$ cat src/rtl/seq_pkg.sv
`default_nettype none
// ============================================================================
// Module   : seq_pkg
// Brief    : Shared types and constants for the pc_sequencer program-flow block
// Revision : 1.0 - initial release
// ============================================================================
package seq_pkg;

    localparam int DEF_PC_W  = 10;
    localparam int DEF_LUT_W = 3;
    localparam int DEF_CNT_W = 16;

    typedef enum logic [1:0] {
        IDLE  = 2'd0,
        RUN   = 2'd1,
        STALL = 2'd2,
        DONE  = 2'd3
    } seq_state_t;

    // Fixed branch destinations; the assembler emits lut_idx into instr[5:3].
    localparam logic [DEF_PC_W-1:0] TARGET_LUT [0:(1<<DEF_LUT_W)-1] = '{
        10'd0, 10'd4, 10'd16, 10'd32, 10'd64, 10'd128, 10'd256, 10'd512
    };

endpackage
`default_nettype wire

$ cat src/rtl/branch_lut.sv
`default_nettype none
// ============================================================================
// Module   : branch_lut
// Brief    : Combinational index -> branch target read of the constant table
// Revision : 1.0 - initial release
// ============================================================================
module branch_lut
    import seq_pkg::*;
#(
    parameter int PC_W  = DEF_PC_W,
    parameter int LUT_W = DEF_LUT_W
) (
    input  logic [LUT_W-1:0] i_idx,
    output logic [PC_W-1:0]  o_target
);

    assign o_target = PC_W'(TARGET_LUT[i_idx]);

endmodule
`default_nettype wire

$ cat src/rtl/pc_sequencer.sv
`default_nettype none
// ============================================================================
// Module   : pc_sequencer
// Brief    : Program counter, start/done handshake, branch resolve, load stall
// Revision : 1.0 - initial release
// ============================================================================
module pc_sequencer
    import seq_pkg::*;
#(
    parameter int PC_W  = DEF_PC_W,
    parameter int LUT_W = DEF_LUT_W,
    parameter int CNT_W = DEF_CNT_W
) (
    input  logic             clk,
    input  logic             reset,
    input  logic             req,
    input  logic             halt,
    input  logic             branch,
    input  logic             br_cond,
    input  logic             mem_to_reg,
    input  logic [LUT_W-1:0] lut_idx,
    output logic [PC_W-1:0]  pc,
    output logic             run,
    output logic             stall,
    output logic             done,
    output logic [CNT_W-1:0] cycles
);

    seq_state_t       r_state;
    logic [PC_W-1:0]  r_pc;
    logic [CNT_W-1:0] r_cycles;
    logic [PC_W-1:0]  w_target;
    logic [CNT_W-1:0] w_cycles_next;

    branch_lut #(
        .PC_W  (PC_W),
        .LUT_W (LUT_W)
    ) u_branch_lut (
        .i_idx    (lut_idx),
        .o_target (w_target)
    );

    assign w_cycles_next = (&r_cycles) ? r_cycles : r_cycles + CNT_W'(1);

    // Only req is looked at outside RUN, so X on other inputs cannot reach state.
    always_ff @(posedge clk) begin
        if (reset) begin
            r_state  <= IDLE;
            r_pc     <= '0;
            r_cycles <= '0;
        end else begin
            case (r_state)
                IDLE, DONE: begin
                    if (req) begin
                        r_state  <= RUN;
                        r_pc     <= '0;
                        r_cycles <= '0;
                    end
                end
                RUN: begin
                    r_cycles <= w_cycles_next;
                    if (halt) begin
                        r_state <= DONE;
                    end else if (mem_to_reg) begin
                        r_state <= STALL;
                    end else if (branch && br_cond) begin
                        r_pc <= w_target;
                    end else begin
                        r_pc <= r_pc + PC_W'(1);
                    end
                end
                STALL: begin
                    r_cycles <= w_cycles_next;
                    r_pc     <= r_pc + PC_W'(1);
                    r_state  <= RUN;
                end
                default: begin
                    r_state <= IDLE;
                end
            endcase
        end
    end

    // Halt and the first cycle of a load must not commit a register/memory write.
    assign run    = ((r_state == RUN) && !halt && !mem_to_reg) || (r_state == STALL);
    assign stall  = (r_state == STALL);
    assign done   = (r_state == DONE);
    assign pc     = r_pc;
    assign cycles = r_cycles;

endmodule
`default_nettype wire

$ cat config.mk
export PLATFORM = sky130hd
export DESIGN_NAME = pc_sequencer
export DESIGN_NICKNAME = d
export VERILOG_FILES = /design/src/rtl/seq_pkg.sv /design/src/rtl/branch_lut.sv /design/src/rtl/pc_sequencer.sv
export SDC_FILE = /design/constraint.sdc
export NUM_CORES = 1
export LEC_CHECK = 0
export ABC_AREA = 0
export CORE_MARGIN = 4
export CORE_UTILIZATION = 49
export CTS_BUF_LIST = sky130_fd_sc_hd__clkbuf_16
export CTS_CLUSTER_SIZE = 8
export DETAILED_ROUTE_END_ITERATION = 7
export PLACE_DENSITY_LB_ADDON = 0.2
export SLEW_MARGIN = 20
export SYNTH_ARGS = -nofsm -noshare
export SYNTH_HDL_FRONTEND = slang
export SYNTH_SLANG_ARGS = --single-unit
$ cat constraint.sdc
create_clock -name clk -period 2.8 [get_ports clk]
set_input_delay 0.56 -clock clk [delete_from_list [all_inputs] [get_ports clk]]
set_output_delay 0.56 -clock clk [all_outputs]
set_load 0.03 [all_outputs]
==> parameters.txt <==
Parameter                              Value

Final layout
  Layout Area Growth over Synthesis ... 32.6%
  Final #Nets ... about 260
  Antenna Cells ... 0
  Layout cells sized above 1 ... ~7.5%
  Combined area of the multi-input logic cells ... approximately 1000 um2
  Register cell area after layout ... 561 um2
  Layout filler cell count ... 286

Synth
  Syn Inst Count ... approximately 200
  Area of the mapped netlist ... approximately 1600 um2
  Post-Synthesis Mean Instance Area ... 8.06 um2
  Fraction of registers with async set or reset after synthesis ... 0%
  Top cell type by total area after synthesis ... sky130_fd_sc_hd__dfxtp_1
  Sequential-to-total area share from yosys stat ... approximately 35%
  Most frequent cell after synthesis ... sky130_fd_sc_hd__dfxtp_1
  Largest cells by area after synthesis ... sky130_fd_sc_hd__dfxtp_1 (35%), sky130_fd_sc_hd__a21oi_1 (5.3%), sky130_fd_sc_hd__nor2_1 (5.1%)
  Area share of the leading cell type in the synthesized netlist ... between 30% and 40%
  Number of synthesized flops with an enable pin ... 0
  Most common library cells after synthesis ... sky130_fd_sc_hd__dfxtp_1 (28), sky130_fd_sc_hd__nor2_1 (22), sky130_fd_sc_hd__nand2_1 (20), sky130_fd_sc_hd__a21oi_1 (17), sky130_fd_sc_hd__o21ai_0 (10)
  Commonest register cell after synthesis ... sky130_fd_sc_hd__dfxtp_1
  Flops & latches, synth ... 28
  Distinct cell type count of the synthesized netlist ... a little under 50
  Yosys warning count ... 0
  Total nets after synthesis ... 216

Timing
  Tcrit/Tclk final ... a little over nine tenths
  Final setup viols ... 0
  Setup TNS ... 0 ns
  Max-slew headroom ... 59.1%
  Worst clock skew ... 0.00481 ns
  Number of failing hold endpoints at the final stage ... 0
  Min setup slack post-route ... 0.136 ns
  Number of pins exceeding their max-slew limit in the final report ... 0
  RSZ-0062 raised after global routing ... no
  Top achievable clock speed ... around 0.38 GHz
  Pin slew with the least headroom to its limit ... 0.610 ns
  Post-route minimum period ... approximately 2.7 ns

Floorplan
  Top-Level Pins ... 39
  Die ar. ... 4290 um2
  Site row count ... 20
  Height of the chip ... ~66 um
  Chip width ... about 66 um
  Core region area ... 3100 um2
  Starting Density ... between 50% and 60%

Detailed routing
  Via total after detailed routing ... 1602
  Iteration-0 DRC count of the detailed router ... approximately 120
  Number of detailed-routing iterations run before antenna repair ... 4
  Average detailed-routed wire length per instance ... between 10 and 15 um
  Number of routed nets with antenna violations ... 0
  Post-route DRC ... 0
  Post-detailed-routing wire length ... about 4000 um
  Routed via count divided by cell count ... around 5.6

Clock tree
  Buffer depth of the longest clock path ... 2
  Number of clock sinks ... 28
  Worst-skew pair later-pin latency ... 0.26 ns
  TritonCTS clock tree ... done
  Clk Tree Root Cell ... sky130_fd_sc_hd__clkbuf_16
  Number of buffers inserted to repair setup after CTS ... 0
  Number of instances resized during post-cts repair ... 0
  Number of buffers inserted during clock tree synthesis ... 3
  CTS H-tree lvls ... 1
  Clock-pin slew on the worst setup and hold paths ... about 0.070 ns
  Total of hold buffers inserted after clock tree synthesis ... 0

Flow run
  Max-capacitance violation count ... 0

Global route
  GRT Total Usage ... between 20% and 30%
  Global-route wire length before repair ... just under 7000 um
  Antenna violations before repair ... 0
  GRT Residual Overflow ... 0
  Largest net degree at the start of global routing ... 17
  Vias in the first global route ... around 1500

Placement
  Final estimated routing congestion in global placement ... about 0.9
  Pre-CTS setup slack ... approximately 0.14 ns
  Count of input and output buffers ... 38
  Detail Placement HPWL ... 2980 um

Worst setup path
  Critical path data arrival time ... about 2.1 ns
  Delay contributed by the slowest stage of the critical path ... a little under 0.7 ns
  Critical Setup Path Class ... primary input to output pin
  Worst Path Required ... ~2.2 ns
  Worst-path maximum fanout ... 4
  Element type at the critical path end ... output pin
  Cell mode on critical path ... sky130_fd_sc_hd__clkdlybuf4s50_1
  Cell chain of the critical path ... clkdlybuf4s50_1 > or2_1 > o21bai_1 > clkdlybuf4s50_1
  Critical path launch point type ... primary input
  Cell type of the slowest stage on the worst timing path ... sky130_fd_sc_hd__clkdlybuf4s50_1

Pwr
  Comb power frac ... a little over a fifth
  Fraction of power consumed by sequential logic ... 39.6%
  Clock network fraction of design power ... between 30% and 40%
  Power density over cell area ... 499 nW/um2
  Highest ir drop seen on vdd ... 0.738 mV
  Net Sw Power ... 293 uW
  Internal power consumption ... around 800 uW
  Leak Pwr ... between 0.0007 and 0.0008 uW
  Sw frac ... between 20% and 30%

Worst hold path
  Class of the worst hold path ... flip-flop to flip-flop

Run status
  Outcome ... finished clean
[cells in the final DEF, fill, tap and decap left out, types with 8 or more instances in the layout]
master and count:
sky130_fd_sc_hd__clkdlybuf4s50_1 38, sky130_fd_sc_hd__nand3_1 8, sky130_fd_sc_hd__o21ai_0 10, sky130_fd_sc_hd__a21oi_1 17
sky130_fd_sc_hd__nand2_1 20, sky130_fd_sc_hd__nor2_1 22, sky130_fd_sc_hd__dfxtp_1 28, sky130_fd_sc_hd__xnor2_1 8
[worst paths after layout]
check	startpoint	endpoint	cells after the start	slack, ns
setup / recovery	halt	run	4	0.14
hold / removal	pc[1]	pc[1]	2	0.50
hold reg to reg	pc[1]	pc[1]	2	0.50
setup reg to reg	r_state[0]	cycles[2]	7	0.62
[routing by layer]
| layer | share of wire [%] | vias to the layer above | global-route usage [%] |
|---|---|---|---|
| li1 | - | 815 | - |
| met4 | 0.48 | 0 | 2.85 |
| met1 | 50 | 750 | 29.4 |
| met3 | 4.1 | 2 | 4.10 |
| met2 | 45 | 35 | 31.5 |
| met5 | 0 | - | 0 |
[power by group through the flow]
stage	clock network [uW]	registers [uW]	logic (uW)
floorplan	0	444	131
global placement	0	432	218
detailed placement	0	433	221
CTS	429	424	224
global route	445	426	245
finish	423	424	224
[area by class of cell]
class	count	area share, %
clock buffers	3	3.49
clock inverters	1	1.40
inverters	7	1.22
multi-input cells	160	46.5
flip-flops and latches	28	26.1
well taps	44	2.56
repair buffers	41	18.8
[state kept, by name (all words and copies together) (netlist names)]
| signal | cells |
|---|---|
| pc | 10 |
| r_state | 2 |
| cycles | 16 |
[critical path, delay by kind of cell]
| family | cells | cell delay [ns] |
|---|---|---|
| buffers and inverters | 2 | 1.11 |
| and+or+nand+nor | 1 | 0.29 |
| AOI/OAI and AO/OA | 1 | 0.15 |
[metrics by stage]
stage / area (um2) / instances / utilization (%) / hold slack (ns) / power, uW
2_1_floorplan: 1620 / 201 / - / 0.470 / 575
3_3_place_gp: 2040 / 280 / 65.8 / 0.486 / 651
3_5_place_dp: 2040 / 280 / 65.8 / 0.491 / 654
4_1_cts: 2150 / 284 / 69.2 / 0.502 / 1080
5_1_grt: 2150 / 284 / 69.2 / 0.556 / 1120
6_report: 2150 / 284 / 69.2 / 0.503 / 1070
[cell families after synthesis]
kind of cell               share of synthesized area [%]
AOI/OAI and AO/OA                                   19.2
xor gates and xnor gates                            5.41
adders and majority gates                           3.86
buffers and inverters                               3.78
DFF                                                 34.6
muxes                                              0.618
and+or+nand+nor                                     32.6
Power figures use the tool's default switching activity.
